[config.mk]
export PLATFORM = sky130hd
export DESIGN_NAME = branch_predictor_btb
export DESIGN_NICKNAME = d
export VERILOG_FILES = /design/src/rtl/branch_predictor_btb.sv
export SDC_FILE = /design/constraint.sdc
export NUM_CORES = 2
export LEC_CHECK = 0
export CORE_MARGIN = 2
export CORE_UTILIZATION = 50
export DETAILED_ROUTE_END_ITERATION = 6
export GPL_TIMING_DRIVEN = 0
export MAX_ROUTING_LAYER = met4
export PLACE_DENSITY = 0.8
export SLEW_MARGIN = 25
export SYNTH_ARGS = -nofsm -noshare
export SYNTH_HDL_FRONTEND = slang
export SYNTH_SLANG_ARGS = --single-unit
[constraint.sdc]
create_clock -name clk -period 7.15 [get_ports clk]
set_input_delay 0.715 -clock clk [delete_from_list [all_inputs] [get_ports clk]]
set_output_delay 0.715 -clock clk [all_outputs]
set_load 0.05 [all_outputs]
[src/rtl/branch_predictor_btb.sv]
// Direct-mapped BTB with 2-bit saturating direction counters, combinational
// next-PC lookup for fetch, MEM-stage update, mispredict/redirect and perf counters.
module branch_predictor_btb #(
  parameter int N       = 64,
  parameter int ENTRIES = 16,
  parameter int TAG_W   = 12,
  parameter int CNT_W   = 32
) (
  input  logic             clk,
  input  logic             reset,
  input  logic [N-1:0]     pc_F,
  output logic             predTaken_F,
  output logic [N-1:0]     predTarget_F,
  input  logic             flush_all,
  input  logic             upd_valid,
  input  logic [N-1:0]     upd_pc,
  input  logic             upd_taken,
  input  logic [N-1:0]     upd_target,
  input  logic             upd_predTaken,
  input  logic [N-1:0]     upd_predTarget,
  output logic             mispredict_M,
  output logic [N-1:0]     redirect_M,
  output logic [CNT_W-1:0] branchCnt,
  output logic [CNT_W-1:0] mispredCnt
);

  localparam int IDX_W = $clog2(ENTRIES);
  localparam logic [N-1:0] PC_STEP = N'(4);

  function automatic logic [1:0] ctr_step(input logic [1:0] c, input logic taken);
    if (taken) return (c == 2'b11) ? c : c + 2'd1;
    else       return (c == 2'b00) ? c : c - 2'd1;
  endfunction

  function automatic logic [CNT_W-1:0] sat_inc(input logic [CNT_W-1:0] v, input logic en);
    return (en && (v != '1)) ? v + CNT_W'(1) : v;
  endfunction

  logic             valid_q  [ENTRIES];
  logic [TAG_W-1:0] tag_q    [ENTRIES];
  logic [N-1:0]     target_q [ENTRIES];
  logic [1:0]       ctr_q    [ENTRIES];
  logic [CNT_W-1:0] branchCnt_q, branchCnt_d;
  logic [CNT_W-1:0] mispredCnt_q, mispredCnt_d;

  logic [IDX_W-1:0] idx_f, idx_u;
  logic [TAG_W-1:0] tag_f, tag_u;
  logic             hit_f, hit_u;
  logic             wr_en_d;
  logic [1:0]       ctr_d;
  logic [N-1:0]     target_d;

  // Fetch-side lookup reads the current (pre-update) contents.
  always_comb begin
    idx_f        = pc_F[IDX_W+1:2];
    tag_f        = pc_F[IDX_W+2 +: TAG_W];
    hit_f        = valid_q[idx_f] && (tag_q[idx_f] == tag_f);
    predTaken_F  = reset && hit_f && ctr_q[idx_f][1];
    predTarget_F = predTaken_F ? target_q[idx_f] : pc_F + PC_STEP;
  end

  always_comb begin
    mispredict_M = upd_valid &&
                   ((upd_taken != upd_predTaken) ||
                    (upd_taken && (upd_predTarget != upd_target)));
    redirect_M   = (upd_valid && upd_taken) ? upd_target : upd_pc + PC_STEP;
  end

  // Resolved-branch write port; a flush suppresses any entry write that cycle.
  always_comb begin
    idx_u        = upd_pc[IDX_W+1:2];
    tag_u        = upd_pc[IDX_W+2 +: TAG_W];
    hit_u        = valid_q[idx_u] && (tag_q[idx_u] == tag_u);
    wr_en_d      = upd_valid && !flush_all && (hit_u || upd_taken);
    ctr_d        = hit_u ? ctr_step(ctr_q[idx_u], upd_taken) : 2'b10;
    target_d     = upd_taken ? upd_target : target_q[idx_u];
    branchCnt_d  = sat_inc(branchCnt_q, upd_valid);
    mispredCnt_d = sat_inc(mispredCnt_q, mispredict_M);
  end

  always_ff @(posedge clk or negedge reset) begin
    if (!reset) begin
      for (int i = 0; i < ENTRIES; i++) begin
        valid_q[i]  <= 1'b0;
        tag_q[i]    <= '0;
        target_q[i] <= '0;
        ctr_q[i]    <= 2'b00;
      end
      branchCnt_q  <= '0;
      mispredCnt_q <= '0;
    end else begin
      if (flush_all) begin
        for (int i = 0; i < ENTRIES; i++) valid_q[i] <= 1'b0;
      end
      if (wr_en_d) begin
        valid_q[idx_u]  <= 1'b1;
        tag_q[idx_u]    <= tag_u;
        target_q[idx_u] <= target_d;
        ctr_q[idx_u]    <= ctr_d;
      end
      branchCnt_q  <= branchCnt_d;
      mispredCnt_q <= mispredCnt_d;
    end
  end

  assign branchCnt  = branchCnt_q;
  assign mispredCnt = mispredCnt_q;

endmodule

* After elaboration in Yosys (flattened, before gate mapping)
Index checks and enable logic that the tools add are counted.
W data, S select, Z words.
** Word-level totals
- Bits in read-only memories :: 0
- Bits in latches :: 0
- Memories :: 0
- Bits of input ports :: 262
- Memory bits (writable) :: 0
- Logic and storage cells :: 145
- Register bits after elaboration :: 1328
- Output and inout port bits :: 194
** Operators by class
- Multiplexer cells :: 44
- Equal/unequal tests :: 7
- Divide/modulo/power cells :: 0
- Bitwise logic cells :: 3
- Order comparisons :: 3
- $add $sub $neg :: 6
- Shifts and indexed selects :: 0
- Reduce and logical (&&, ||, !) cells :: 16
- Multiply operators :: 0
** Operators by type and width (count)
- $bwmux W1024 :: 1
- $bmux W64 S4 :: 2
- $mux W64 :: 8
- $demux W64 S4 :: 1
- $bwmux W192 :: 1
- $add A64 B3 Y64 const B :: 2
- $bmux W12 S4 :: 2
- $add A32 B1 Y32 const B :: 2
- $ne A32 B32 Y1 const B :: 2
- $ne A64 B64 Y1 :: 1
- $mux W12 :: 5
- $demux W12 S4 :: 1
- $bwmux W32 :: 1
- $mux W16 :: 2
- $eq A12 B12 Y1 :: 2
- $mux W2 :: 9
- $bmux W2 S4 :: 2
- $or A16 B16 Y16 :: 1
- $logic_and A1 B1 Y1 :: 12
- $ge A5 B5 Y1 const B :: 2
- $not A4 Y5 :: 2
- $bmux W1 S4 :: 2
- $demux W2 S4 :: 1
- $lt A5 B1 Y1 const B :: 1
- other kinds (9) :: 14

* Longest topological paths before layout
- Depth in word-level cells :: 9
- Mapped depth :: 15
- Mapped depth without buffers :: 8

* Worst setup path after synthesis
OpenSTA, ideal clock, no wires.
- Path type :: input -> output
- From :: input upd_pc[5]
- To :: output redirect_M[56]
- Setup slack :: 2.195 ns
- Data arrival time :: 4.240 ns
- Stages on the path :: 12
- Path buffers :: 4
- Data required time :: 6.435 ns
- Path through :: buf_2 buf_4 buf_4 and2_1 buf_2 and4_1 nand4_1 nor4_1 nand3_1 nor2_1 xnor2_1 o21ai_0
** On the way
- Cells in the longest elaborated chain, start to end :: 2
** RTL lines
- start, declared :: line 16 : input logic [N-1:0] upd_pc,
- $add A64 B3 Y64 :: line 66 : redirect_M = (upd_valid && upd_taken) ? upd_target : upd_pc + PC_STEP;
- $mux W64 :: line 66
- end, declared :: line 22 : output logic [N-1:0] redirect_M,
No other way between the ends.

* Worst setup path in the final report
- From :: input upd_pc[3]
- To :: output redirect_M[54]
Same word-level chain as after synthesis.

==> impl_metrics.py <==
metrics = {
    "detailed_routing": {
        "detail-route-antenna-nets": 0,
        "vias": 53252,
        "drtIter0Drc": 6520,
        "drc": 0,
        "wl_met1_um": 95470,
        "wirelength_um": 267000,
        "wl_met2_um": 117700,
        "vias_per_cell": 6.853,
        "top_layer": "met4",
        "wire_per_inst_um": 34.36,
        "dr_wl_met3_um": 36690,
        "drt_first_pass_iters": 6,
    },
    "synthesis": {
        "avgSynthCellArea_um2": 14.67,
        "synthCells": 5073,
        "synth-seq-area-share_pct": 44.64,
        "yosysUniqueCellTypes": 57,
        "yosysTopAreaCell": "dfrtp_1",
        "synth_nets": 5342,
        "synth_ff_type": "dfrtp_1",
        "ys_warn_count": 0,
        "syn_area_um2": 74440,
        "ys_ff_latch": 1328,
        "synthArstFlopShare_pct": 100.0,
        "synth_area_leaders": "dfrtp_1 45%, mux4_2 23%, mux2_2 16%, mux2_1 3.7%, xnor2_1 2.0%",
        "synth_edf_count": 0,
        "synth_top_area_share_pct": 44.64,
    },
    "clocking": {
        "cts_made_buffers": 145,
        "htreeDepth": 4,
        "clockRootBuffer": "clkbuf_16",
        "cts_setup_buffers": 0,
        "cts_buffer_depth": 3,
        "cts_num_sinks": 1328,
        "clock_latency_ns": 0.81,
        "cts.clk_slew.worst_paths_ns": 0.06,
        "cts_tree": "yes",
    },
    "grt": {
        "antenna_found_initial": 22,
        "grt_overflow_total": 0,
        "grtUsageTotal_pct": 36.20,
        "grt_max_degree": 142,
        "grt_pass1_vias": 54644,
        "grt_first_pass_wirelength_um": 381000,
    },
    "timing": {
        "finalClockSkew_ns": 0.04089,
        "relSlewSlack_pct": 13.21,
        "drv_slew": 0,
        "worst_pin_slew_ns": 1.302,
        "fin_crit_ns": 7.217,
        "worst_slack_ns": -0.06734,
        "setup_viol": 2,
        "rsz0062_at_grt": "no",
        "finalHoldViolCount": 0,
        "finalCritPeriodShare_pct": 100.9,
        "max_freq_mhz": 138.6,
    },
    "power_and_ir_drop": {
        "max-vdd-ir-drop_mv": 0.2328,
        "powerDensity_nw_per_um2": 237.6,
        "p_seq_share_pct": 42.8,
        "swShare_pct": 28.36,
        "p_total_mw": 20.71,
        "clkPwrFrac_pct": 38.6,
        "p_switching_mw": 5.875,
        "power.leakage_nw": 38.58,
        "combPwrFrac_pct": 18.6,
        "p_int_mw": 14.84,
    },
    "layout": {
        "layout_common_cells": "1328 x dfrtp_1, 1039 x mux2_2, 748 x mux4_2",
        "finalNetCount": 5957,
        "regArea_um2": 33230,
        "final_area_um2": 87190,
        "multi_input_area_um2": 38730,
        "nFillCells": 11131,
        "areaGrowthSynthToFinish_pct": 17.13,
        "mostFrequentLayoutCell": "dfrtp_1",
        "drive_gt1_share_pct": 40.52,
    },
    "run_status": {
        "violations": "negative setup slack",
        "outcome": "finished, violations left",
    },
    "floorplanning": {
        "die_h_um": 389.9,
        "chipWidth_um": 389.9,
        "io-pin-count": 456,
        "rows": 141,
        "core-area_um2": 147800,
        "dieArea_um2": 152000,
        "initial_core_util_pct": 50.35,
    },
    "placed_design": {
        "port_buffers": 449,
        "hpwl_um": 190200,
        "place_ws_ns": -0.7851,
        "placed_area_um2": 81950,
        "gp_congestion": 0.9854,
    },
    "critical_path": {
        "cp_max_fo": 8,
        "cp_data_required_time_ns": 6.43,
        "criticalPathCategory": "input port to output pin",
        "end_kind": "output pin",
        "crit_arrival_ns": 6.50,
        "startpoint_type": "input port",
    },
    "run": {
        "maxCapViolations": 0,
    },
    "worst_hold_path": {
        "min_path_type": "input port to async pin",
    },
}
stage by stage:
| step | util, % | hold WS (ns) | setup TNS [ns] | cells |
|---|---|---|---|---|
| 2_1_floorplan | - | 0.4194 | 0 | 5073 |
| 3_3_place_gp | 55.03 | 0.4705 | - | 7452 |
| 3_5_place_dp | 55.43 | 0.4736 | -31.10 | 7473 |
| 4_1_cts | 58.88 | 0.3875 | 0 | 7735 |
| 5_1_grt | 58.96 | 0.4312 | 0 | 7763 |
| 6_report | 58.98 | 0.4079 | -0.08631 | 7771 |
metal layers:
layer	GRT usage [%]	vias to the layer above
li1	-	20602
met1	43.52	27921
met2	51.10	3815
met3	15.09	914
met4	21.26	0
met5	-	-
synth_stat cells, types with 3 or more instances:
cell / number
dfrtp_1: 1328
mux2_2: 1039
mux4_2: 748
nand2_1: 327
mux2_1: 247
clkbuf_1: 225
xnor2_1: 166
nand3_1: 90
xor2_1: 89
buf_4: 87
buf_2: 86
o21ai_0: 84
nor2_1: 63
nand4_1: 58
inv_1: 55
buf_1: 46
and3_1: 41
mux2i_1: 41
nor2b_1: 29
o22ai_1: 24
buf_6: 22
and4_1: 20
a21o_1: 17
o22a_1: 17
nor4_1: 15
nor3_1: 13
a21oi_1: 10
and2b_1: 10
a221oi_1: 8
a22oi_1: 7
and2_1: 7
ha_1: 7
a2111o_1: 6
a22o_1: 5
nand2b_1: 4
clkinv_1: 3
critical path, cell delays in order:
cell,delay (ns)
clkdlybuf4s50_1,0.73
ha_1,0.22
clkbuf_1,0.59
and4_1,0.45
nand4_1,0.84
nor4_4,0.73
buf_4,0.24
nand3_1,0.15
xor2_1,0.19
o21ai_0,0.67
clkdlybuf4s50_1,0.95
area by class of cell:
cell class	instances	share of cell area (%)
diodes	37	0.1062
plain buffers	464	2.849
clock buffers	212	4.995
clock inverters	51	0.7864
inverters	59	0.2540
multi-input cells	3219	44.42
flip-flops and latches	1328	38.11
well taps	1930	2.770
repair buffers	471	5.703
power groups by stage:
stage | Sequential, mW | Clock, mW | Combinational (mW)
6_report | 8.87 | 8.00 | 3.85
3_5_place_dp | 8.95 | 0 | 3.77
4_1_cts | 8.83 | 8.00 | 3.79
5_1_grt | 8.94 | 8.33 | 4.01
2_1_floorplan | 8.89 | 0 | 2.33
3_3_place_gp | 8.95 | 0 | 3.65
flip-flops by register name, indices dropped and copies added, names as in the netlist:
signal	cells
branchCnt	32
tag_q	192
target_q	1024
mispredCnt	32
valid_q	16
ctr_q	32
path summary, 6_finish.rpt:
kind	startpoint	end	slack [ns]	cells after the start
min in group clk	branchCnt[31]	branchCnt[31]	0.49	1
max in group asynchronous	reset	target_q[20]	4.05	6
hold / removal	reset	branchCnt[26]	0.41	2
hold reg to reg	branchCnt[31]	branchCnt[31]	0.49	1
setup reg to reg	tag_q[55]	tag_q[186]	2.84	11
setup / recovery	upd_pc[3]	redirect_M[54]	-0.07	11
cell families (layout without fill, tap and decap cells):
| kind of cell | count (synthesis) | after routing | share of synthesized area (%) |
|---|---|---|---|
| AOI/OAI and AO/OA | 196 | 196 | 1.745 |
| xor gates and xnor gates | 255 | 255 | 3.000 |
| adders and majority gates | 9 | 9 | 0.1445 |
| buffers and inverters | 526 | 1257 | 3.473 |
| DFF | 1328 | 1328 | 44.64 |
| muxes | 2075 | 2075 | 42.64 |
| other | 0 | 37 | 0 |
| and+or+nand+nor | 684 | 684 | 4.360 |
repair_timing:
item                       in CTS  in global routing
hold endpoints to repair       28                  0
cloned                          0                  0
pin swaps                       0                  0
setup endpoints to repair      66                 46
hold buffers                    1                  0
gates resized for setup        32                 10
Note: power is estimated with default switching activity, not from simulation.
